File: src/rtl/riscv_mem_arbiter.sv
// riscv_mem_arbiter
// Shares one fixed-latency memory between the instruction-fetch port and the
// load/store port. One access is in flight at a time: IDLE samples requests,
// ACCESS drives the memory enables for LATENCY cycles, and RESP returns a
// one-cycle ready pulse to the granted port.
//
// Optional feature macro: RISCV_ARB_ROUND_ROBIN_EN
//   defined   : a last-grant pointer breaks D/I ties round-robin
//   undefined : fixed D-over-I priority, no pointer register
//
// state  | meaning
// IDLE   | sample requests, latch the winner's command
// ACCESS | memory enable high, counter runs 0..LATENCY-1
// RESP   | ready pulse to the granted port, enables low
module riscv_mem_arbiter #(
  parameter int ADDR_W  = 32,
  parameter int DATA_W  = 32,
  parameter int LATENCY = 3
) (
  input  logic              clk,
  input  logic              rst_n,
  input  logic              i_req,
  input  logic [ADDR_W-1:0] i_addr,
  output logic              i_ready,
  output logic [DATA_W-1:0] i_rdata,
  input  logic              d_req,
  input  logic              d_we,
  input  logic [ADDR_W-1:0] d_addr,
  input  logic [DATA_W-1:0] d_wdata,
  output logic              d_ready,
  output logic [DATA_W-1:0] d_rdata,
  output logic              mem_rden,
  output logic              mem_wren,
  output logic [ADDR_W-1:0] mem_addr,
  output logic [DATA_W-1:0] mem_wdata,
  input  logic [DATA_W-1:0] mem_rdata,
  output logic              busy,
  output logic              grant_d
);

  typedef enum logic [1:0] {
    IDLE   = 2'd0,
    ACCESS = 2'd1,
    RESP   = 2'd2
  } state_t;

  localparam logic [3:0] LAST_CNT = 4'(LATENCY - 1);

  state_t            state_q;
  logic [3:0]        cnt_q;
  logic              gnt_d_q;
  logic              rden_q;
  logic              wren_q;
  logic [ADDR_W-1:0] addr_q;
  logic [DATA_W-1:0] wdata_q;
  logic              i_ready_q;
  logic              d_ready_q;
  logic [DATA_W-1:0] i_rdata_q;
  logic [DATA_W-1:0] d_rdata_q;
  logic              pick_d_d;

`ifdef RISCV_ARB_ROUND_ROBIN_EN
  // 1 = D port was granted last; reset value means I was last, so D wins the first tie
  logic              last_d_q;

  // Winner select: on a tie the port not granted last wins
  always_comb begin
    pick_d_d = d_req;
    if (d_req && i_req) begin
      pick_d_d = ~last_d_q;
    end
  end
`else
  // Winner select: fixed D-over-I priority
  always_comb begin
    pick_d_d = d_req;
  end
`endif

  // Arbiter FSM with registered memory controls, ready pulses and read data
  always_ff @(posedge clk or negedge rst_n) begin
    if (!rst_n) begin
      state_q   <= IDLE;
      cnt_q     <= 4'd0;
      gnt_d_q   <= 1'b0;
      rden_q    <= 1'b0;
      wren_q    <= 1'b0;
      addr_q    <= '0;
      wdata_q   <= '0;
      i_ready_q <= 1'b0;
      d_ready_q <= 1'b0;
      i_rdata_q <= '0;
      d_rdata_q <= '0;
`ifdef RISCV_ARB_ROUND_ROBIN_EN
      last_d_q  <= 1'b0;
`endif
    end else begin
      i_ready_q <= 1'b0;
      d_ready_q <= 1'b0;
      case (state_q)
        IDLE: begin
          if (i_req || d_req) begin
            gnt_d_q <= pick_d_d;
            addr_q  <= pick_d_d ? d_addr : i_addr;
            if (pick_d_d) begin
              wdata_q <= d_wdata;
            end
            wren_q  <= pick_d_d && d_we;
            rden_q  <= !(pick_d_d && d_we);
            cnt_q   <= 4'd0;
            state_q <= ACCESS;
`ifdef RISCV_ARB_ROUND_ROBIN_EN
            last_d_q <= pick_d_d;
`endif
          end
        end
        ACCESS: begin
          if (cnt_q == LAST_CNT) begin
            rden_q <= 1'b0;
            wren_q <= 1'b0;
            cnt_q  <= 4'd0;
            // Stores leave both read-data registers untouched
            if (!wren_q) begin
              if (gnt_d_q) begin
                d_rdata_q <= mem_rdata;
              end else begin
                i_rdata_q <= mem_rdata;
              end
            end
            if (gnt_d_q) begin
              d_ready_q <= 1'b1;
            end else begin
              i_ready_q <= 1'b1;
            end
            state_q <= RESP;
          end else begin
            cnt_q <= cnt_q + 4'd1;
          end
        end
        RESP: begin
          state_q <= IDLE;
        end
        default: begin
          state_q <= IDLE;
        end
      endcase
    end
  end

  assign busy      = (state_q != IDLE);
  assign grant_d   = gnt_d_q;
  assign mem_rden  = rden_q;
  assign mem_wren  = wren_q;
  assign mem_addr  = addr_q;
  assign mem_wdata = wdata_q;
  assign i_ready   = i_ready_q;
  assign d_ready   = d_ready_q;
  assign i_rdata   = i_rdata_q;
  assign d_rdata   = d_rdata_q;

endmodule

File: config.mk
export PLATFORM = sky130hd
export DESIGN_NAME = riscv_mem_arbiter
export DESIGN_NICKNAME = d
export VERILOG_FILES = /design/src/rtl/riscv_mem_arbiter.sv
export SDC_FILE = /design/constraint.sdc
export NUM_CORES = 1
export LEC_CHECK = 0
export CAP_MARGIN = 20
export CORE_MARGIN = 2
export CORE_UTILIZATION = 44
export CTS_CLUSTER_DIAMETER = 50
export DETAILED_ROUTE_END_ITERATION = 6
export GPL_TIMING_DRIVEN = 0
export PLACE_DENSITY = 0.88
export SLEW_MARGIN = 30
export SYNTH_ARGS = -nofsm -noshare
export SYNTH_HDL_FRONTEND = slang
export SYNTH_SLANG_ARGS = --single-unit
export TNS_END_PERCENT = 10
File: constraint.sdc
create_clock -name clk -period 3.81 [get_ports clk]
set_clock_uncertainty 0.15 [all_clocks]
set_input_delay 0.381 -clock clk [delete_from_list [all_inputs] [get_ports clk]]
set_output_delay 0.381 -clock clk [all_outputs]
set_load 0.005 [all_outputs]
==> flow_results.org, run 1 <==
** Routing
- Via-to-Cell Ratio :: 5.07
- Number of detailed-route iterations in the first pass :: 4
- In this run the remaining antenna-violating nets after routing total 0.
- Iteration-0 DRC count of the detailed router :: 199
- Total DRC errors in the routed layout :: 0
- Total routed wirelength :: 16200 µm
- In the final routed layout, each cell accounts on average for 18.8 µm.
- Total vias in the final route :: 4383

** Final layout
- Share of cells above drive strength 1 :: 0.202
- Compared with the post-synthesis result, the final layout area differs by 63.4%.
- Counting the fill cells in the layout gives 837.
- End-of-flow core utilization :: 0.739
- 0 antenna diodes ended up in the layout.
- After the flow finishes, the layout carries non-filler instances totaling 864.
- The final layout contains 814 nets.

** Floorplanning
- Rows :: 41
- In this run the count of I/O pins placed on the die edge is 267.
- Die Span X :: 118 µm
- Initial Util :: 0.452
- Die ar. :: 13900 µm²
- Area of the core :: 12600 µm²
- Die Y :: 118 µm

** Timing
- Number of slew-limit violations in the final report :: 0
- The hold violation count in the final report was 0.
- Measured against its own limit, the worst slew margin works out to 0.524.
- Final cycle utilization of the critical path :: 0.699
- For this run, the top clock speed supported by timing is 376 MHz.
- Subtracting the final worst setup slack from the clock period gives 2660 ps.
- Setup repair after global routing left no endpoint under its margin.
- Worst slew pin tran :: 715 ps
- Setup violations remaining at the end of the flow were counted as 0.

** Run
- Max-cap violations :: 0

** Critical path
- The setup path with the least slack is of type flop to output pin.
- Worst Reg2Reg Path Length in Cells :: 7
- STA classifies the critical path startpoint as a flop.
- Startpoint of the worst register-to-register path :: cnt_q[0]
- Arrival time at the worst endpoint :: 2130 ps
- Maximum fanout count along the critical path :: 10
- In this run the worst setup path begins at state_q[1].
- Critical Path Sink Type :: output pin
- For the worst setup path, the data required time is 3280 ps.

** Synth
- Most frequently used flop master after synthesis :: dfrtp_1
- Netlist area before placement :: 5710 µm²
- Counting instances in the post-synthesis netlist gives the leading cell types as dfrtp_1, o21ai_0, mux2_2.
- Mean Syn Cell Area :: 14.5 µm²
- Sequential element share of the synthesized area :: 0.610
- Synthesis produced a netlist with a net count of 528.
- Of the post-synthesis cell area, the dominant cell type holds 0.610.
- In the post-synthesis netlist, the cell with the most instances is dfrtp_1.
- For this run, the number of Yosys warnings is 0.
- Counting flops with a built-in enable in the synthesized netlist gives 0.
- Share of synthesized flip-flops with an asynchronous set or reset :: 1.00
- Of all cell types, the one taking the most synthesized area is dfrtp_1.
- Distinct cells, synth :: 31
- In the synthesized netlist, the number of instances is 393.
- By area the synthesized netlist is led by dfrtp_1, mux2_2, mux2_4.
- Number of flip-flops and latches in the synthesized netlist :: 139

** CTS
- Clock Tree Root :: clkbuf_16
- Skew-Pair Late Insertion Delay :: 410 ps
- CTS max path bufs :: 2
- Resize count post-CTS :: 0
- H-tree levels :: 4
- Clock-pin slew was measured on the worst setup and hold paths at 50 ps.
- The tree built by TritonCTS fans out to 139 sinks.
- CTS tree :: built
- Counting the buffers created by CTS gives 17.

** Pwr
- IR analysis of the VDD net gives a maximum drop of 0.377 mV.
- Power Density :: 840 nW/µm²
- For this design the static power due to leakage is 4.04 nW.

** Hold path
- The worst hold path begins at mem_wdata[1].
- Hold Crit Class :: flop to flop
- Number of cells on the worst hold path :: 1

** Global routing
- First-pass GRT wire length :: 26000 µm
- Entering global routing, the biggest net connects 79 pins.
- In the global route stage, overall resource usage came out at 0.242.
- The number of global-route vias before repair is 4867.
- Number of antenna violations at the first check in global routing :: 0
- Remaining global-route overflow :: 0

** Placement
- Placed wire-length estimate after detailed placement :: 12000 µm
- Weighted congestion reported at the end of routability-driven placement :: 0.783
- Buffers placed on the I/O ports in this run total 265.
- Counting tap cells, the placed design contains a total of 831 instances.

** Status
- Status :: finished, final reports clean
[cell families after synthesis]
| kind of cell | after synthesis | synth area share |
|---|---|---|
| AOI/OAI and AO/OA | 73 | 0.0667 |
| xor gates and xnor gates | 1 | 0.00154 |
| adders and majority gates | 2 | 0.00439 |
| buffers and inverters | 27 | 0.0283 |
| DFF | 139 | 0.610 |
| muxes | 128 | 0.265 |
| and+or+nand+nor | 23 | 0.0241 |
[metal layers]
| metal | vias up | share of wire | global-route usage |
|---|---|---|---|
| met1 | 2169 | 0.38 | 0.263 |
| met4 | 0 | 0.027 | 0.109 |
| met5 | - | 0 | 0 |
| met2 | 189 | 0.53 | 0.434 |
| met3 | 36 | 0.066 | 0.0736 |
| li1 | 1989 | - | - |
[critical path, stage by stage (launching register included)]
cell,delay (ps)
dfrtp_1,370
or2_2,130
clkbuf_1,300
clkbuf_1,350
clkdlybuf4s50_1,570
[state kept, by name, indices dropped and copies added (netlist names)]
signal and count:
mem_wren 1, state_q 2, d_rdata 32, grant_d 1
mem_addr 32, cnt_q 4, i_ready 1, i_rdata 32
mem_wdata 32, d_ready 1, mem_rden 1
[cells in the final DEF, fill, tap and decap left out, drive strengths merged, types with 2 or more instances in the layout]
master           n
buf              9
bufinv           7
clkbuf          40
clkdlybuf4s50  264
clkinv           2
dfrtp          139
ha               2
inv              2
mux2            96
mux2i           32
nand2            5
nor2             4
nor3             2
o21ai           67
o32ai            2
or2              2
[path summary, 6_finish.rpt]
| kind | end | slack [ps] |
|---|---|---|
| worst max-delay path | busy | 1150 |
| worst min-delay path | mem_wdata[1] | 350 |
| worst max register to register | i_rdata[5] | 1420 |
| worst min register to register | mem_wdata[1] | 350 |
| max in group asynchronous | mem_wdata[9] | 2430 |
| min in group asynchronous | d_rdata[4] | 360 |
[metrics by stage]
stage | hold WS (ps) | setup WS, ps | TNS, ps | area [µm²] | power [mW]
after floorplan | -64.6 | 1570 | 0 | 5710 | 3.87
after global placement | 336 | -3050 | -422290 | 8570 | 5.71
after detailed placement | 202 | 1320 | 0 | 8610 | 5.88
after CTS | 356 | 1130 | 0 | 9330 | 7.91
after global routing | 367 | 986 | 0 | 9330 | 8.23
final | 353 | 1150 | 0 | 9330 | 7.83
[final cells by class]
class / count / area, µm² / share of cell area
clock inverters: 10 / 235 / 0.0252
well taps: 172 / 215 / 0.0231
multi-input cells: 227 / 2070 / 0.222
inverters: 2 / 7.51 / 0.000805
plain buffers: 25 / 154 / 0.0165
repair buffers: 267 / 2700 / 0.289
flip-flops and latches: 139 / 3480 / 0.373
clock buffers: 22 / 474 / 0.0509
[what timing repair did]
action / 4_1_cts / 5_1_grt
hold endpoints to repair: 61 / 0
endpoints found under the setup margin: 0 / 0
hold buffers: 1 / 0
setup buffers: 0 / 0
[report_power, final]
group          switching (mW)  internal (mW)
Clock                   0.618           1.35
Combinational            1.09           2.12
Sequential              0.432           2.22
Total                    2.14           5.70
(Power assumes the default switching activity.)
==> run 2: changes to the inputs <==
Settings changed: CORE_UTILIZATION 44 to 41, PLACE_DENSITY 0.88 to 0.83.
Clock period 3.81 ns to 2.7 ns, I/O delays scaled along.
==> run 2 against run 1 <==
  * Global-route usage shrank 2.7 points
  * Count of clock-buffer cells in the layout rose by 1
  * Core utilization fell by 7.0 points
  * First-iteration DRC count grew 2.5%
  * Design area shrank 1.6%
  * Cell count grew 0.69%
  * Clock power up 9.6%
  * Worst hold slack lost 130 ps
  * Total power is 33% higher
  * Sequential share of layout area grew 0.62 points
  * Combinational power is 40% higher
  * Via count shrank 1.1%
  * Critical path type unchanged
==> flow_results.org, run 2 (same netlist as run 1, synthesis figures left out) <==
** Critical path
- Cell-by-cell trace of the critical path :: or2_2, clkbuf_1, clkbuf_2, clkdlybuf4s50_1
- The slowest stage of the critical path belongs to the cell clkdlybuf4s50_1.
- The worst register-to-register path has a depth of 6.
- Path type of the worst setup path :: flop to output pin
- Required time worst endpoint :: 2280 ps
- Beginning of the critical path :: state_q[1]
- In this run the worst path has a maximum fanout of 10.
- Grouping stages by cell kind, the critical path spends the most delay in buffers and inverters.
- The critical path runs through a total of 4 cells.
- Critical path startpoint category :: flop
- Register-to-register setup slack :: 280 ps
- Together, buffers and inverters on the worst path number 3.
- The critical path ends at busy.
- Maximum cell stage delay along the critical path :: 540 ps
- The worst register-to-register path ends at d_rdata[28].
- The worst setup path is captured at an output pin.
- Arrival time at the worst endpoint :: 2070 ps
- In this run the critical register-to-register path is launched from cnt_q[0].

** Pwr
- Of the total power, the share spent switching nets is 0.283.
- Of the total power, combinational logic draws 0.433.
- For this design the ratio of total power to cell area is 1140 nW/µm².
- Cell-internal power :: 7.46 mW
- The share of total power dissipated in the clock network is 0.207.
- Reported leakage power :: 3.97 nW
- The worst-case IR drop observed on VDD is 0.572 mV.
- Part of the total power dissipated in sequential elements :: 0.360
- Switching power of the nets :: 2.95 mW

** Floorplanning
- The initial utilization of the core area, before any placement, comes to 0.416.
- In this run the vertical extent of the chip is 122 µm.
- The die covers 14900 µm².
- Rows :: 43
- The region available for standard cell placement spans 13700 µm².
- Top-level I/O count :: 267
- Die Span X :: 122 µm

** Timing
- Post-route worst hold slack :: 222 ps
- Number of slew-limit violations in the final report :: 0
- Post-layout minimum cycle time :: 2490 ps
- Final setup violation count :: 0
- Max Clk Rate :: 401 MHz
- Final cycle utilization of the critical path :: 0.923
- Setup slack closes at 207 ps.
- Hold Fails Final Rpt :: 0
- Worst slew pin tran :: 734 ps
- Worst max-slew margin expressed relative to the limit :: 0.510
- Setup repair after global routing left no endpoint under its margin.

** Run
- Max-cap violations :: 0

** Routing
- After detailed routing, the number of remaining DRC violations is 0.
- In the routed layout, each cell is associated on average with a via count of 4.98.
- In the final routed layout, each cell accounts on average for 18.0 µm.
- Before antenna repair, the detailed router went through 4 iterations.
- Total routed wirelength :: 15600 µm
- Total vias in the final route :: 4334
- Remaining antenna violation count after routing :: 0
- Iteration-0 DRC count of the detailed router :: 204

** CTS
- H-tree levels :: 4
- Post-CTS timing repair inserted 0 buffers for setup.
- Number of buffers added by the clock tree synthesis step :: 17
- Clock sink count :: 139
- CTS max path bufs :: 2
- Clock-pin slew reported for the worst setup and hold paths after clock tree synthesis :: 60 ps
- TritonCTS built the clock tree.
- Clock Tree Root :: clkbuf_16
- Skew-Pair Late Insertion Delay :: 410 ps

** Global routing
- Number of antenna violations at the first check in global routing :: 0
- The first global-routing pass estimated 24400 µm of wire.
- For this run, the total global-route usage over all layers was measured as 0.215.
- After global routing the overflow that remains totals 0.
- The number of global-route vias before repair is 4702.
- Entering global routing, the biggest net connects 83 pins.

** Final layout
- Post-route standard cell area excluding fillers :: 9170 µm²
- For this run, the post-layout net count is 814.
- Most common cell after layout, fill and taps aside :: clkdlybuf4s50_1
- Counting the fill cells in the layout gives 985.
- Of the cells placed in the final design, the portion with a size suffix greater than 1 is 0.200.
- Across the whole layout, storage elements account for 3480 µm².
- From synthesis to final layout, the design area changed by 60.8%.
- The number of antenna diodes in the final layout is 0.
- Commonest non-fill, non-tap cells in the layout :: clkdlybuf4s50_1, dfrtp_1, o21ai_0
- Summing all multi-input logic gate instances after layout gives 2070 µm².

** Placement
- Placed wire-length estimate after detailed placement :: 11800 µm
- Post-Place Setup Slack :: 169 ps
- Weighted congestion reported at the end of routability-driven placement :: 0.765
- Port Buffer Count :: 265
- Area after detailed placement :: 8620 µm²

** Status
- The flow ran to the end, and the final reports show no timing, DRC or antenna violations.

** Hold path
- Hold Crit Class :: input pin to asynchronous set/reset pin
==> run 2: worst min-delay path by stage <==
stage                              to  depth (start not counted)   startpoint
after global placement    d_rdata[26]                          1  d_rdata[26]
after global routing       i_rdata[6]                          2        rst_n
after detailed placement   i_rdata[6]                          1        rst_n
after floorplan              cnt_q[0]                          0        rst_n
final                      d_rdata[1]                          2        rst_n
after CTS                  d_rdata[6]                          2        rst_n
==> run 2: per-stage QoR <==
step	instances	setup TNS [ps]	utilization	total power [mW]
6_report	870	0	0.669	10.4
5_1_grt	870	0	0.669	11.0
4_1_cts	870	0	0.668	10.5
3_5_place_dp	839	0	0.628	8.29
3_3_place_gp	838	-559700	0.626	8.07
2_1_floorplan	393	0	-	5.46
==> run 2: layout make-up <==
cell class	instances	area share
Tap cell	180	0.0246
Timing Repair Buffer	267	0.294
Inverter	2	0.000818
Sequential cell	139	0.379
Clock inverter	7	0.00737
Buffer	25	0.0169
Clock buffer	23	0.0521
Multi-Input combinational cell	227	0.225
==> run 2: power groups by stage <==
stage / combinational (mW) / clock, mW / sequential (mW)
6_report: 4.51 / 2.16 / 3.74
3_3_place_gp: 4.39 / 0 / 3.68
4_1_cts: 4.56 / 2.20 / 3.74
2_1_floorplan: 1.71 / 0 / 3.75
5_1_grt: 4.87 / 2.29 / 3.86
3_5_place_dp: 4.53 / 0 / 3.76
==> run 2: layer usage <==
layer | track usage | routed length (µm)
met5 | 0 | 0
met4 | 0.101 | 439
met3 | 0.0819 | 1630
met2 | 0.357 | 7690
met1 | 0.245 | 5880
==> run 2: what timing repair did <==
| action | in CTS | in global routing |
|---|---|---|
| endpoints found under the hold margin | 57 | 0 |
| hold buffers | 1 | 0 |
| endpoints found under the setup margin | 0 | 1 |
| gates resized for setup | 0 | 2 |
==> run 3: changes to the inputs <==
Settings changed: CORE_MARGIN 2 to 5.
Clock period 2.7 ns to 2.6 ns, I/O delays scaled along.
==> run 3 against run 2 <==
  * Global-route usage decreased by 1.2 points
  * Die area rose by 10%
  * Sequential share of layout area shrank 0.35 points
  * Design area rose by 0.93%
  * Critical path depth grew 3
  * Critical path type is now flop to flop
  * Critical endpoint is now i_rdata[25]
  * Highest routed layer unchanged
==> flow_results.org, run 3 (same netlist as run 1, synthesis figures left out) <==
** Status
- The flow ran to the end, and the final reports show no timing, DRC or antenna violations.

** CTS
- H-tree levels :: 4
- The clock passes through at most 2 buffers.
- Counting every sink on the clock net gives 139.
- TritonCTS built the clock tree.
- Buffers added to address setup during post-CTS repair amount to 0.
- After clock tree synthesis, the clock-pin slew on the worst setup and hold paths is 60 ps.
- The tree is rooted in a clkbuf_16.
- At the later pin of the worst-skew pair, clock insertion delay measures 410 ps.
- Buffers inserted during clock tree synthesis total 17.

** Final layout
- The net count of the finished layout is 813.
- End-of-flow core utilization :: 0.672
- Commonest non-fill, non-tap cells in the layout :: clkdlybuf4s50_1, dfrtp_1, o21ai_0
- Area growth, synth to finish :: 62.3%
- The library cell used most frequently in the layout, excluding fill and tap cells, is clkdlybuf4s50_1.
- Counting the fill cells in the layout gives 1003.
- The finished cells cover 9260 µm².
- Antenna cells :: 0
- Share of cells above drive strength 1 :: 0.204

** Pwr
- For this design the total switching power over the nets is 3.12 mW.
- The share of total power dissipated in the clock network is 0.230.
- The share of total power dissipated in combinational logic is 0.421.
- Cell-internal power :: 8.05 mW
- Summed over all cells, the static leakage comes to 4.01 nW.
- Net Sw Frac :: 0.279
- Power Density :: 1210 nW/µm²
- The share of total power dissipated in sequential elements is 0.349.
- Max VDD drop :: 0.528 mV
- Pwr Total :: 11.2 mW

** Run
- The tool flagged a number of max-cap violations equal to 0.

** Floorplanning
- Die Y :: 128 µm
- Die Span X :: 128 µm
- 267 I/O pins were placed.
- The floorplan step defined a die boundary enclosing 16400 µm².
- Rows :: 43
- Initial Util :: 0.414
- After floorplanning, the core was sized to cover 13800 µm².

** Timing
- Setup TNS :: 0 ps
- The max-slew violation count was 0.
- Worst max-slew margin expressed relative to the limit :: 0.538
- Final cycle utilization of the critical path :: 0.908
- Max Clk Rate :: 424 MHz
- Worst slew pin tran :: 693 ps
- Hold Fails Final Rpt :: 0
- RSZ-0062 raised after global routing :: false
- Post-layout minimum cycle time :: 2360 ps
- Slack of the critical path :: 240 ps
- Setup violations remaining at the end of the flow were counted as 0.

** Critical path
- Required time worst endpoint :: 2740 ps
- Arrival time at the worst endpoint :: 2500 ps
- Critical path startpoint category :: flop
- Of all nets on the critical path, the largest fanout is 10.
- The worst setup path is of the flop to flop kind.
- Critical Path Sink Type :: flop

** Routing
- In the routed layout, each cell is associated on average with a via count of 4.96.
- Total routed wirelength :: 16700 µm
- Total vias in the final route :: 4316
- After detailed routing, the number of remaining DRC violations is 0.
- After the first detailed-routing iteration, the DRC count stood at 143.
- Remaining antenna violation count after routing :: 0
- DR WL/cell :: 19.1 µm
- Number of detailed-route iterations in the first pass :: 4

** Placement
- Area after detailed placement :: 8620 µm²
- Post-Place Setup Slack :: 106 ps
- Port Buffer Count :: 265
- The congestion estimate from routability-driven global placement came to 0.822.
- Once detailed placement completed, the half-perimeter wirelength came to 12800 µm.

** Global routing
- After global routing the overflow that remains totals 0.
- Entering global routing, the biggest net connects 73 pins.
- For this run, the total global-route usage over all layers was measured as 0.203.
- The number of global-route vias before repair was 4823.
- The initial antenna violation count came to 0.
- First-pass GRT wire length :: 25700 µm

** Hold path
- Hold Crit Class :: input pin to flop
[run 3: cell types whose count changed in the layout (fill, tap and decap cells not counted), sizes merged]
cell	before	now
inv	2	3
bufinv	1	4
clkbuf	41	38
clkinvlp	3	1
clkinv	3	4
[run 3: layout make-up]
type / instances / area, µm² / share of cell area
inverter: 2 / 7.51 / 0.000811
clock inverter: 10 / 164 / 0.0177
tap: 180 / 225 / 0.0243
sequential: 139 / 3480 / 0.376
clock buffer: 21 / 470 / 0.0508
timing repair buffer: 267 / 2700 / 0.291
multi-input combinational: 227 / 2070 / 0.223
buffer: 24 / 151 / 0.0164
[run 3: per-stage QoR]
stage               cells  hold slack, ps
detailed placement    839             107
global route          870             237
finish                870             240
CTS                   871             214
floorplan             393            -186
global placement      838             337
[run 3: power by group through the flow]
stage	Combinational, mW	Clock (mW)	Sequential (mW)
global route	5.07	2.71	4.02
detailed placement	4.76	0	3.90
CTS	4.79	2.62	3.89
finish	4.71	2.57	3.89
floorplan	1.78	0	3.89
global placement	4.61	0	3.82
[run 3: repair_timing]
action                                 CTS  global route
endpoints found under the hold margin   71             0
gates resized for setup                  1             0
setup endpoints to repair                1             1
cloned                                   0             0
hold buffers                             1             0
[run 3: worst paths after layout]
path	slack, ps	end	from	cells after the start
setup reg to reg	240	i_rdata[25]	cnt_q[0]	7
max in group asynchronous	1320	mem_wdata[3]	rst_n	3
min in group asynchronous	260	d_rdata[10]	rst_n	2
hold reg to reg	350	d_rdata[3]	d_rdata[3]	1
setup / recovery	240	i_rdata[25]	cnt_q[0]	7
hold / removal	240	mem_addr[2]	d_req	3
[run 3: layer usage]
metal | track usage | vias to the layer above | wire [µm]
met3 | 0.0671 | 22 | 1510
met1 | 0.235 | 2110 | 6480
met5 | 0 | - | 0
met2 | 0.351 | 211 | 8370
li1 | - | 1973 | -
met4 | 0.0768 | 0 | 300
[run 3: critical path, stage by stage (launching register included)]
cell and delay (ps):
dfrtp_1 420, inv_1 80, ha_1 160, or3b_4 400, or4_4 420, buf_6 160, buf_12 150, mux2_4 300
